## config.mk

```make
export PLATFORM = sky130hd
export DESIGN_NAME = code_event_logger
export DESIGN_NICKNAME = d
export VERILOG_FILES = /design/src/rtl/code_event_logger.sv
export SDC_FILE = /design/constraint.sdc
export NUM_CORES = 1
export LEC_CHECK = 0
export ABC_AREA = 1
export CORE_ASPECT_RATIO = 0.6
export CORE_MARGIN = 2
export CORE_UTILIZATION = 49
export DETAILED_ROUTE_END_ITERATION = 16
export PLACE_DENSITY = 0.74
export SKIP_LAST_GASP = 1
export SLEW_MARGIN = 5
export SYNTH_ARGS = -nofsm -noshare
export SYNTH_HDL_FRONTEND = slang
export SYNTH_SLANG_ARGS = --single-unit
```

## constraint.sdc

```tcl
create_clock -name clk -period 3 [get_ports clk]
set_input_delay 0.3 -clock clk [delete_from_list [all_inputs] [get_ports clk]]
set_output_delay 0.3 -clock clk [all_outputs]
set_load 0.005 [all_outputs]
```

## src/rtl/code_event_logger.sv

```systemverilog
// Code event logger: detects changes on an 8-bit code stream and queues
// {code, stamp} events in a show-ahead FIFO with overflow and 0xFF match count.
//
// Ports:
//   clk, rstN            clock, asynchronous active-low reset
//   code_in, enable      sampled code stream and sampling enable
//   clear                synchronous clear of FIFO, flags, counters
//   ev_valid/ev_ready    head-of-FIFO handshake
//   ev_code, ev_stamp    head event contents (zero when empty)
//   full, overflow       FIFO full, sticky drop flag
//   match_cnt            saturating count of pushed 0xFF events
module code_event_logger #(
    parameter int DEPTH = 4
) (
    input  logic       clk,
    input  logic       rstN,
    input  logic [7:0] code_in,
    input  logic       enable,
    input  logic       clear,
    output logic       ev_valid,
    input  logic       ev_ready,
    output logic [7:0] ev_code,
    output logic [7:0] ev_stamp,
    output logic       full,
    output logic       overflow,
    output logic [7:0] match_cnt
);

    localparam int AW = $clog2(DEPTH);
    localparam int CW = AW + 1;

    logic [7:0]    prev_q, prev_d;
    logic [7:0]    stamp_q, stamp_d;
    logic          pend_q, pend_d;
    logic [7:0]    pend_code_q, pend_code_d;
    logic [7:0]    pend_stamp_q, pend_stamp_d;
    logic [15:0]   mem_q [DEPTH];
    logic [15:0]   mem_d [DEPTH];
    logic [AW-1:0] wr_q, wr_d;
    logic [AW-1:0] rd_q, rd_d;
    logic [CW-1:0] cnt_q, cnt_d;
    logic          ovf_q, ovf_d;
    logic [7:0]    match_q, match_d;

    logic          pop;
    logic          det;
    logic          push_ok;
    logic [15:0]   head;

    assign ev_valid  = (cnt_q != '0);
    assign full      = (cnt_q == CW'(DEPTH));
    assign head      = mem_q[rd_q];
    assign ev_code   = ev_valid ? head[15:8] : 8'h00;
    assign ev_stamp  = ev_valid ? head[7:0] : 8'h00;
    assign overflow  = ovf_q;
    assign match_cnt = match_q;

    assign pop     = ev_valid & ev_ready;
    assign det     = enable & ~clear & (code_in != prev_q);
    // Detected events are staged one cycle before entering the FIFO,
    // so a pop in the staging cycle frees room for a full FIFO.
    assign push_ok = pend_q & (~full | pop);

    always_comb begin
        prev_d       = prev_q;
        stamp_d      = stamp_q;
        pend_d       = 1'b0;
        pend_code_d  = code_in;
        pend_stamp_d = stamp_q;
        mem_d        = mem_q;
        wr_d         = wr_q;
        rd_d         = rd_q;
        cnt_d        = cnt_q;
        ovf_d        = ovf_q;
        match_d      = match_q;

        if (clear) begin
            prev_d  = code_in;
            stamp_d = 8'h00;
            wr_d    = '0;
            rd_d    = '0;
            cnt_d   = '0;
            ovf_d   = 1'b0;
            match_d = 8'h00;
        end else begin
            if (enable) begin
                prev_d = code_in;
                if (det) begin
                    stamp_d = 8'h01;
                end else if (stamp_q != 8'hFF) begin
                    stamp_d = stamp_q + 8'd1;
                end
            end
            pend_d = det;

            if (pop) begin
                rd_d = rd_q + AW'(1);
            end
            if (push_ok) begin
                mem_d[wr_q] = {pend_code_q, pend_stamp_q};
                wr_d        = wr_q + AW'(1);
                if (pend_code_q == 8'hFF && match_q != 8'hFF) begin
                    match_d = match_q + 8'd1;
                end
            end
            if (pend_q && !push_ok) begin
                ovf_d = 1'b1;
            end

            if (push_ok && !pop) begin
                cnt_d = cnt_q + CW'(1);
            end else if (pop && !push_ok) begin
                cnt_d = cnt_q - CW'(1);
            end
        end
    end

    always_ff @(posedge clk or negedge rstN) begin
        if (!rstN) begin
            prev_q       <= 8'h00;
            stamp_q      <= 8'h00;
            pend_q       <= 1'b0;
            pend_code_q  <= 8'h00;
            pend_stamp_q <= 8'h00;
            for (int i = 0; i < DEPTH; i++) begin
                mem_q[i] <= 16'h0000;
            end
            wr_q         <= '0;
            rd_q         <= '0;
            cnt_q        <= '0;
            ovf_q        <= 1'b0;
            match_q      <= 8'h00;
        end else begin
            prev_q       <= prev_d;
            stamp_q      <= stamp_d;
            pend_q       <= pend_d;
            pend_code_q  <= pend_code_d;
            pend_stamp_q <= pend_stamp_d;
            mem_q        <= mem_d;
            wr_q         <= wr_d;
            rd_q         <= rd_d;
            cnt_q        <= cnt_d;
            ovf_q        <= ovf_d;
            match_q      <= match_d;
        end
    end

endmodule

```

==> qor.csv <==
stage;metric;value;unit
layout;fin_nets;712;
sta;hold_viol;22;
clocking;cts_root_buf;clkbuf_16;
detailed_routing;drt_iter0_markers;420;
clocking;cts_tree;yes;
critical_path;cp-start-kind;flop;
layout;ff_latch_area;0.00283;mm²
die;die_h;85.3;µm
critical_path;critPathMaxFanout;26;
clocking;htree_levels;4;
clocking;postCtsSetupRepairBufs;0;
clocking;cts_buffer_depth;2;
clocking;numCtsBuffers;17;
clocking;cts.sinks;113;
layout;fillers;867;
clocking;clock_latency;0.41;ns
detailed_routing;drt-total-wl;13500;µm
global_route;gr-total-overflow;0;
sta;fmax;377;MHz
critical_path;cpMaxStageDelayCell;clkdlybuf4s50_1;
yosys;synth_top_area_share;52.4;%
detailed_routing;wl_per_cell;16.0;µm
yosys;synth_edf_count;0;
run_status;status;finished, violations left;
yosys;yosysUniqueCellTypes;30;
sta;skew;0.00864;ns
sta;worst_pin_slew;0.806;ns
critical_path;reg2reg_setup_slack;1.04;ns
yosys;yosysWarnings;0;
sta;maxSlewViolCount;0;
layout;instances_no_fill;844;
die;ios;40;
sta;fin_crit_sh;88.4;%
global_route;track_usage;23.9;%
critical_path;rr_startpoint;cnt_q[2];
critical_path;cp.arrival;2.35;ns
critical_path;path_class;flop to output pin;
placement;gp_congestion;0.853;
critical_path;startpoint;rd_q[0];
detailed_routing;ant_nets;0;
die;core_area;0.0106;mm²
die;start_util;50.7;%
sta;max_slew_margin;46.2;%
worst_hold_path;worstHoldPathType;primary input to asynchronous set/reset pin;
sta;setup_tns;0;ns
detailed_routing;vias;4574;
yosys;yosysMostFrequentCell;nand2_1;
sta;timing.final.ws_setup;0.347;ns
yosys;synthFlopType;dfrtp_1;
detailed_routing;dr.pass1.iters;5;
yosys;syn_inst;654;
yosys;ys_top_cells_by_area;dfrtp_1 52%, nand2_1 13%, o21ai_0 7.2%;
die;rows;29;
global_route;grt_max_degree;60;
global_route;antenna_found_initial;0;
clocking;ctsHoldBuffers;0;
layout;antenna_cells;0;
pwr;p_per_area;766;mW/mm²
placement;dp_cells;812;
critical_path;ff2ff_path_depth;9;
placement;place_ws;0.564;ns
clocking;path_clk_slew;0.05;ns
yosys;synth_top_area_cell;dfrtp_1;
yosys;yosys_register_bits;113;
placement;place_hpwl;8590;µm
run_status;violations;hold timing;
yosys;seq_area_frac_synth;52.4;%
die;chipWidth;139;µm
layout;multi_input_area;0.00211;mm²
yosys;syn_avg_cell_area;8.25;µm²
pwr;p_leak;3.16;nW
sta;whs;-0.00847;ns
global_route;grt_pass1_wl;22000;µm
critical_path;reg2reg_to;mem_q[42];
sta;rsz0062_at_grt;no;
placement;io_buffers;39;
critical_path;cpMostUsedCell;a21oi_1;
critical_path;worstPathRequired;2.70;ns
yosys;mappedNetlistArea;0.00539;mm²
layout;drive_gt1_share;7.66;%
flow_run;drv_cap;0;
layout;final_core_util;60.5;%
yosys;synth.top_cells.by_count;190 x nand2_1, 113 x dfrtp_1, 78 x o21ai_0, 76 x inv_1, 54 x a21oi_1;
global_route;grt_pass1_vias;4236;
sta;setup_viol;0;
yosys;syn-num-nets;674;
sta;layout_min_cycle_time;2.65;ns
detailed_routing;drc;0;
critical_path;critPathCaptureType;output pin;
critical_path;crit_chain;inv_1, buf_4, a21oi_1, o21ai_0, a21oi_1, clkdlybuf4s50_1;
die;die_area;0.0119;mm²
pwr;peakVddDrop;0.511;mV
detailed_routing;via_per_inst;5.42;
critical_path;slowest_delay;0.55;ns
layout;area_growth;19.3;%
yosys;synthArstFlopShare;100;%
==> worst max-delay path, delay by kind of cell (launching register included) <==
| family | cells | cell delay, ns |
|---|---|---|
| AOI/OAI and AO/OA | 3 | 0.42 |
| buffers and inverters | 3 | 1.02 |
| DFF | 1 | 0.50 |
==> layer usage <==
| metal | vias to the layer above | part of all wire [%] | global-route usage (%) |
|---|---|---|---|
| met4 | 0 | 1.2 | 7.25 |
| li1 | 2170 | - | - |
| met1 | 2212 | 48 | 35.6 |
| met2 | 177 | 43 | 34.3 |
| met3 | 15 | 7.3 | 6.21 |
| met5 | - | 0 | 0 |
==> sequential cells by signal, summed over array words and instances (netlist names) <==
register,flops
cnt_q,3
prev_q,8
rd_q,2
match_cnt,8
pend_q,1
mem_q,64
pend_stamp_d,8
overflow,1
pend_code_q,8
pend_stamp_q,8
wr_q,2
==> kinds of logic after synthesis <==
logic type                 count (synthesis)  share of synthesized area [%]
and+or+nand+nor                          245                           19.6
AOI/OAI and AO/OA                        167                           15.6
DFF                                      113                           52.4
buffers and inverters                    109                           8.49
xor gates and xnor gates                  13                           2.11
adders and majority gates                  7                           1.76
==> power by group <==
| part | total [W] | switching (W) | internal, W |
|---|---|---|---|
| clock | 0.00186 | 0.000677 | 0.00118 |
| sequential | 0.00193 | 0.000142 | 0.00179 |
| combinational | 0.00114 | 0.000643 | 0.000499 |
| total | 0.00493 | 0.00146 | 0.00347 |
==> repair_timing <==
action	in CTS	in global routing
resized for setup	0	1
endpoints found under the hold margin	0	0
setup endpoints to repair	0	4
==> worst max-delay path by stage <==
stage | end | slack (ns) | depth (start not counted)
floorplan | cnt_q[2] | 1.25 | 9
CTS | ev_stamp[3] | 0.18 | 6
global route | ev_code[5] | 0.17 | 6
finish | ev_code[5] | 0.35 | 6
global placement | ev_stamp[3] | 0.62 | 6
detailed placement | pend_stamp_d[5] | 0.56 | 6
==> metrics by stage <==
| stage | total power [W] | instance area, µm² |
|---|---|---|
| floorplan | 0.00256 | 5390 |
| global placement | 0.00302 | 5890 |
| detailed placement | 0.00308 | 5890 |
| CTS | 0.00493 | 6430 |
| global route | 0.00515 | 6430 |
| finish | 0.00493 | 6430 |
==> cell type report <==
type	count	share of cell area, %
repair buffers	47	7.35
flip-flops and latches	113	44.0
multi-input cells	432	32.7
clock inverters	5	0.389
inverters	81	4.72
well taps	139	2.70
clock buffers	27	8.13
==> cells in the final DEF, fill, tap and decap left out, drive strengths merged <==
master,count
fa,1
ha,6
clkbuf,27
clkdlybuf4s50,38
nand3,17
nand2,194
nor2,25
inv,79
nand4,6
buf,9
a21oi,54
nor3,3
clkinv,7
o21ai,112
dfrtp,113
xor2,10
o22ai,1
xnor2,3
Note: power is estimated with default switching activity, not from simulation.
